## src/rtl/mc_ctrl_pkg.sv

```systemverilog
// Shared encodings for the multi-cycle MIPS control FSM.
// Optional feature macro: CTRL_TRAP_EN adds the TRAP state for undefined opcodes.
package mc_ctrl_pkg;

  typedef enum logic [3:0] {
    FETCH     = 4'd0,
    DECODE    = 4'd1,
    MEM_ADDR  = 4'd2,
    MEM_READ  = 4'd3,
    MEM_WB    = 4'd4,
    MEM_WRITE = 4'd5,
    R_EXEC    = 4'd6,
    R_WB      = 4'd7,
    BRANCH    = 4'd8,
    JUMP      = 4'd9,
    IMM_EXEC  = 4'd10,
    IMM_WB    = 4'd11
`ifdef CTRL_TRAP_EN
    , TRAP    = 4'd12
`endif
  } state_t;

  localparam logic [5:0] OP_R    = 6'b000000;
  localparam logic [5:0] OP_LW   = 6'b100011;
  localparam logic [5:0] OP_SW   = 6'b101011;
  localparam logic [5:0] OP_BEQ  = 6'b000100;
  localparam logic [5:0] OP_J    = 6'b000010;
  localparam logic [5:0] OP_ADDI = 6'b001000;
  localparam logic [5:0] OP_ORI  = 6'b001101;

  localparam logic [2:0] ALU_ADD   = 3'b000;
  localparam logic [2:0] ALU_SUB   = 3'b001;
  localparam logic [2:0] ALU_FUNCT = 3'b010;
  localparam logic [2:0] ALU_OR    = 3'b100;

  localparam logic [1:0] SRCB_REG    = 2'b00;
  localparam logic [1:0] SRCB_FOUR   = 2'b01;
  localparam logic [1:0] SRCB_IMM    = 2'b10;
  localparam logic [1:0] SRCB_IMM_SH = 2'b11;

  localparam logic [1:0] PC_ALU    = 2'b00;
  localparam logic [1:0] PC_ALUOUT = 2'b01;
  localparam logic [1:0] PC_JUMP   = 2'b10;
  localparam logic [1:0] PC_TRAP   = 2'b11;

endpackage

```

## src/rtl/mc_ctrl_decode.sv

```systemverilog
// Combinational strobe decode for the multi-cycle control FSM (Moore, except FETCH gating).
// Optional feature macro: CTRL_TRAP_EN drives the trap strobes in the TRAP state.
module mc_ctrl_decode
  import mc_ctrl_pkg::*;
#(
  parameter int OP_W    = 6,
  parameter int ALUOP_W = 3
) (
  input  state_t             state,
  input  logic [OP_W-1:0]    opCode,
  input  logic               memReady,
  output logic               pcWrite,
  output logic               pcWriteCond,
  output logic               iorD,
  output logic               memRead,
  output logic               memWrite,
  output logic               irWrite,
  output logic               memToReg,
  output logic               aluSrcA,
  output logic               regWrite,
  output logic               regDst,
  output logic [1:0]         aluSrcB,
  output logic [1:0]         pcSource,
  output logic [ALUOP_W-1:0] aluOp,
  output logic               trap
);

  logic [2:0] alu_code;

  always_comb begin
    pcWrite     = 1'b0;
    pcWriteCond = 1'b0;
    iorD        = 1'b0;
    memRead     = 1'b0;
    memWrite    = 1'b0;
    irWrite     = 1'b0;
    memToReg    = 1'b0;
    aluSrcA     = 1'b0;
    regWrite    = 1'b0;
    regDst      = 1'b0;
    aluSrcB     = SRCB_REG;
    pcSource    = PC_ALU;
    alu_code    = ALU_ADD;
    trap        = 1'b0;
    case (state)
      FETCH: begin
        memRead = 1'b1;
        aluSrcB = SRCB_FOUR;
        irWrite = memReady;
        pcWrite = memReady;
      end
      DECODE:   aluSrcB = SRCB_IMM_SH;
      MEM_ADDR: begin
        aluSrcA = 1'b1;
        aluSrcB = SRCB_IMM;
      end
      MEM_READ: begin
        iorD    = 1'b1;
        memRead = 1'b1;
      end
      MEM_WB: begin
        memToReg = 1'b1;
        regWrite = 1'b1;
      end
      MEM_WRITE: begin
        iorD     = 1'b1;
        memWrite = 1'b1;
      end
      R_EXEC: begin
        aluSrcA  = 1'b1;
        alu_code = ALU_FUNCT;
      end
      R_WB: begin
        regDst   = 1'b1;
        regWrite = 1'b1;
      end
      BRANCH: begin
        aluSrcA     = 1'b1;
        alu_code    = ALU_SUB;
        pcWriteCond = 1'b1;
        pcSource    = PC_ALUOUT;
      end
      JUMP: begin
        pcWrite  = 1'b1;
        pcSource = PC_JUMP;
      end
      IMM_EXEC: begin
        aluSrcA  = 1'b1;
        aluSrcB  = SRCB_IMM;
        alu_code = (opCode == OP_W'(OP_ORI)) ? ALU_OR : ALU_ADD;
      end
      IMM_WB:   regWrite = 1'b1;
`ifdef CTRL_TRAP_EN
      TRAP: begin
        trap     = 1'b1;
        pcWrite  = 1'b1;
        pcSource = PC_TRAP;
      end
`endif
      default: ;
    endcase
    aluOp = ALUOP_W'(alu_code);
  end

endmodule

```

## src/rtl/multicycle_control.sv

```systemverilog
// Multi-cycle MIPS control: state register, next-state logic and fetched-instruction counter.
// Optional feature macro: CTRL_TRAP_EN routes undefined opcodes to a one-cycle TRAP state.
module multicycle_control
  import mc_ctrl_pkg::*;
#(
  parameter int OP_W    = 6,
  parameter int ALUOP_W = 3,
  parameter int CNT_W   = 32
) (
  input  logic               clk,
  input  logic               rst,
  input  logic [OP_W-1:0]    opCode,
  input  logic               memReady,
  output logic               pcWrite,
  output logic               pcWriteCond,
  output logic               iorD,
  output logic               memRead,
  output logic               memWrite,
  output logic               irWrite,
  output logic               memToReg,
  output logic               aluSrcA,
  output logic               regWrite,
  output logic               regDst,
  output logic [1:0]         aluSrcB,
  output logic [1:0]         pcSource,
  output logic [ALUOP_W-1:0] aluOp,
  output logic               trap,
  output logic [3:0]         state,
  output logic [CNT_W-1:0]   instCount
);

  state_t cur, nxt;

  always_ff @(posedge clk or posedge rst) begin
    if (rst) cur <= FETCH;
    else     cur <= nxt;
  end

  always_comb begin
    nxt = cur;
    case (cur)
      FETCH:     if (memReady) nxt = DECODE;
      DECODE: begin
        case (opCode)
          OP_W'(OP_R):                  nxt = R_EXEC;
          OP_W'(OP_LW), OP_W'(OP_SW):   nxt = MEM_ADDR;
          OP_W'(OP_BEQ):                nxt = BRANCH;
          OP_W'(OP_J):                  nxt = JUMP;
          OP_W'(OP_ADDI), OP_W'(OP_ORI): nxt = IMM_EXEC;
`ifdef CTRL_TRAP_EN
          default:                      nxt = TRAP;
`else
          default:                      nxt = FETCH;
`endif
        endcase
      end
      MEM_ADDR:  nxt = (opCode == OP_W'(OP_LW)) ? MEM_READ : MEM_WRITE;
      MEM_READ:  if (memReady) nxt = MEM_WB;
      MEM_WRITE: if (memReady) nxt = FETCH;
      R_EXEC:    nxt = R_WB;
      IMM_EXEC:  nxt = IMM_WB;
      default:   nxt = FETCH;
    endcase
  end

  mc_ctrl_decode #(
    .OP_W    (OP_W),
    .ALUOP_W (ALUOP_W)
  ) u_decode (
    .state       (cur),
    .opCode      (opCode),
    .memReady    (memReady),
    .pcWrite     (pcWrite),
    .pcWriteCond (pcWriteCond),
    .iorD        (iorD),
    .memRead     (memRead),
    .memWrite    (memWrite),
    .irWrite     (irWrite),
    .memToReg    (memToReg),
    .aluSrcA     (aluSrcA),
    .regWrite    (regWrite),
    .regDst      (regDst),
    .aluSrcB     (aluSrcB),
    .pcSource    (pcSource),
    .aluOp       (aluOp),
    .trap        (trap)
  );

  always_ff @(posedge clk or posedge rst) begin
    if (rst)          instCount <= '0;
    else if (irWrite) instCount <= instCount + CNT_W'(1);
  end

  assign state = cur;

endmodule

```

## config.mk

```make
export PLATFORM = sky130hd
export DESIGN_NAME = multicycle_control
export DESIGN_NICKNAME = d
export VERILOG_FILES = /design/src/rtl/mc_ctrl_pkg.sv /design/src/rtl/mc_ctrl_decode.sv /design/src/rtl/multicycle_control.sv
export SDC_FILE = /design/constraint.sdc
export NUM_CORES = 1
export LEC_CHECK = 0
export CAP_MARGIN = 20
export CORE_MARGIN = 1.5
export CORE_UTILIZATION = 45
export CTS_CLUSTER_SIZE = 28
export DETAILED_ROUTE_END_ITERATION = 8
export PLACE_DENSITY = 0.78
export SYNTH_ARGS = -nofsm -noshare
export SYNTH_HDL_FRONTEND = slang
export SYNTH_SLANG_ARGS = --single-unit
```

## constraint.sdc

```tcl
create_clock -name clk -period 2.3 [get_ports clk]
set_input_delay 0.46 -clock clk [delete_from_list [all_inputs] [get_ports clk]]
set_output_delay 0.46 -clock clk [all_outputs]
set_load 0.02 [all_outputs]
```

==> out/results.txt <==
Fill count: 340
Starting density of the core: 46.75%
Cts hold-fix bufs: 0
Most used DFF post-synth: dfrtp_1
Routed WL per cell: 14.55 um
Top cells by count, synth: 36 x dfrtp_1, 25 x xnor2_1, 15 x nand3_1
Num Clock Sinks: 36
Synthesis warning total: 0
Asr flop ratio synth: 100.0%
Initial DRC count: 61
GRT Util Overall: 20.84%
H-tree depth: 2
Critical path class: flip-flop to primary output
Layout area overhead: 47.02%
Max VDD drop: 376.7 uV
Leakage: 1.381 nW
Port buffer count: 61
Final setup viols: 0
IO Pins: 63
ANT cells: 0
First-pass GRT wire length: 8.176 mm
Setup ws final: 0.1052 ns
Skew-Pair Late Insertion Delay: 0.29 ns
Largest net degree at the start of global routing: 37
Fin util: 68.74%
Startpoint types: flip-flop
Post-synth EDFFs: 0
CTS max path bufs: 2
DP HPWL: 3.571 mm
Share of cells above drive strength 1: 17.24%
WL final: 4.975 mm
Fmax: 455.6 MHz
Setup TNS: 0 ns
CTS tree: built
Core ar.: 4354 sq um
Max_cap viols: 0
Register area: 902.1 sq um
Placed cell areas: 2825 sq um
PwrDens: 684.8 nW/um^2
Hold WC Path Type: input port to flip-flop
DIE WIDTH: 70.26 um
# DRC: 0
Clock Skews: 0.005015 ns
Final worst path period need: 2.195 ns
Top-area cell type share of the netlist area: 44.25%
Seq cells post-synth: 36
Yosys cell types: 46
Layout Nets: 299
Chip height: 70.26 um
Area leader, netlist: dfrtp_1
Worst slack, placed: -0.3273 ns
Footprint of the multi-input gates: 1081 sq um
Post-Synthesis Cells: 209
Synth Cell Area: 2036 sq um
RSZ-0062 raised after global routing: no
Avg Inst Size Synth: 9.740 sq um
Vias: 1832
Worst EP arrival: 1.73 ns
Row Count: 24
DR pass1 iterations: 4
Routability congestion estimate: 0.8413
Clk Tree Root Cell: clkbuf_8
Top-count cell post-synth: dfrtp_1
Final Hold Vio Count: 0
Status: complete, no violations
Num CTS Buffers: 5
Clock transition at path regs: 0.07 ns
Max-slew violation count: 0
Register area share after synthesis: 44.25%
Die area: 4936 sq um
Detail Route Antenna Nets: 0
Initial antenna violation count: 0
GR Overflow Total: 0
Design area: 2993 sq um
Fin crit share: 95.43%
Vias in the first global route: 1787
Crit. End Element: primary output
Net Count, Synth: 219
Via-per-instance ratio: 5.357
Synth top area cells: dfrtp_1 44%, xnor2_1 11%, nand4_1 4.0%
Crit path required time: 1.84 ns
Crit-path max FO: 9
==> kinds of logic (layout without fill, tap and decap cells) <==
group	after synthesis	after routing	share of synthesized area, %
and+or+nand+nor	101	101	30.06
xor gates and xnor gates	33	33	14.20
DFF	36	36	44.25
adders and majority gates	1	1	0.6145
AOI/OAI and AO/OA	19	19	6.147
other	1	1	0.1842
buffers and inverters	17	98	3.995
muxes	1	1	0.5531
==> where the power goes <==
group / switching (mW) / total [mW] / internal [mW]
combinational: 0.330 / 0.640 / 0.310
sequential: 0.0959 / 0.794 / 0.698
clock: 0.233 / 0.616 / 0.383
total: 0.659 / 2.05 / 1.39
==> final cells by class <==
class / count / share of cell area (%)
Timing Repair Buffer: 84 / 26.59
Clock buffer: 7 / 3.219
Clock inverter: 1 / 1.003
Multi-Input combinational cell: 156 / 36.12
Inverter: 6 / 0.7525
Tap cell: 52 / 2.174
Sequential cell: 36 / 30.14
==> placed cells by master, fill, tap and decap left out, types with 2 or more instances in the layout <==
master,n
dlygate4sd2_1,5
nand2b_1,5
or4_1,4
or2_2,4
xor2_1,8
dlymetal6s2s_1,9
nor4b_4,2
nand4_1,13
nor3_1,10
nand2_1,11
nor2_1,11
nand3_1,15
clkbuf_8,7
buf_4,23
dfrtp_1,35
inv_1,6
xnor2_1,25
o21ai_0,5
nor4_1,3
or3_1,2
a21oi_1,5
or3b_2,2
clkdlybuf4s50_1,44
and3_1,5
and4_1,3
==> repair_timing <==
action	in CTS	in global routing
resized for setup	13	16
setup endpoints to repair	9	13
buffers inserted	0	0
==> critical path: stages, from the launching register on <==
cell,delay (ns)
dfrtp_2,0.46
nor2_1,0.25
nor4b_4,0.28
or2_2,0.16
clkdlybuf4s15_1,0.29
==> per-stage QoR <==
| step | total power [mW] | std cells | hold slack [ns] |
|---|---|---|---|
| global placement | 1.436 | 334 | 0.4885 |
| finish | 2.050 | 342 | 0.4804 |
| global route | 2.145 | 342 | 0.5132 |
| floorplan | 1.156 | 209 | 0.5754 |
| CTS | 2.054 | 342 | 0.5055 |
| detailed placement | 1.450 | 334 | 0.4913 |
==> flip-flops by register name, indices dropped and copies added, names as in the netlist <==
| register | count |
|---|---|
| state | 4 |
| instCount | 32 |
==> layer usage <==
| layer | vias to the layer above | track usage (%) | part of all wire (%) |
|---|---|---|---|
| li1 | 906 | - | - |
| met1 | 883 | 26.43 | 45 |
| met4 | 0 | 8.120 | 1.4 |
| met3 | 5 | 3.752 | 3.2 |
| met2 | 38 | 35.12 | 50 |
| met5 | - | 0 | 0 |
==> worst paths after layout <==
| check | from | slack, ns | endpoint | cells past startpoint |
|---|---|---|---|---|
| worst max register to register | state[0] | 0.16 | instCount[25] | 5 |
| min in group asynchronous | rst | 0.56 | instCount[24] | 3 |
| worst min-delay path | memReady | 0.48 | state[2] | 2 |
| worst min register to register | instCount[11] | 0.50 | instCount[11] | 1 |
| max in group asynchronous | rst | 1.39 | state[3] | 3 |
| worst max-delay path | state[3] | 0.11 | pcWrite | 4 |
Power figures use the tool's default switching activity.
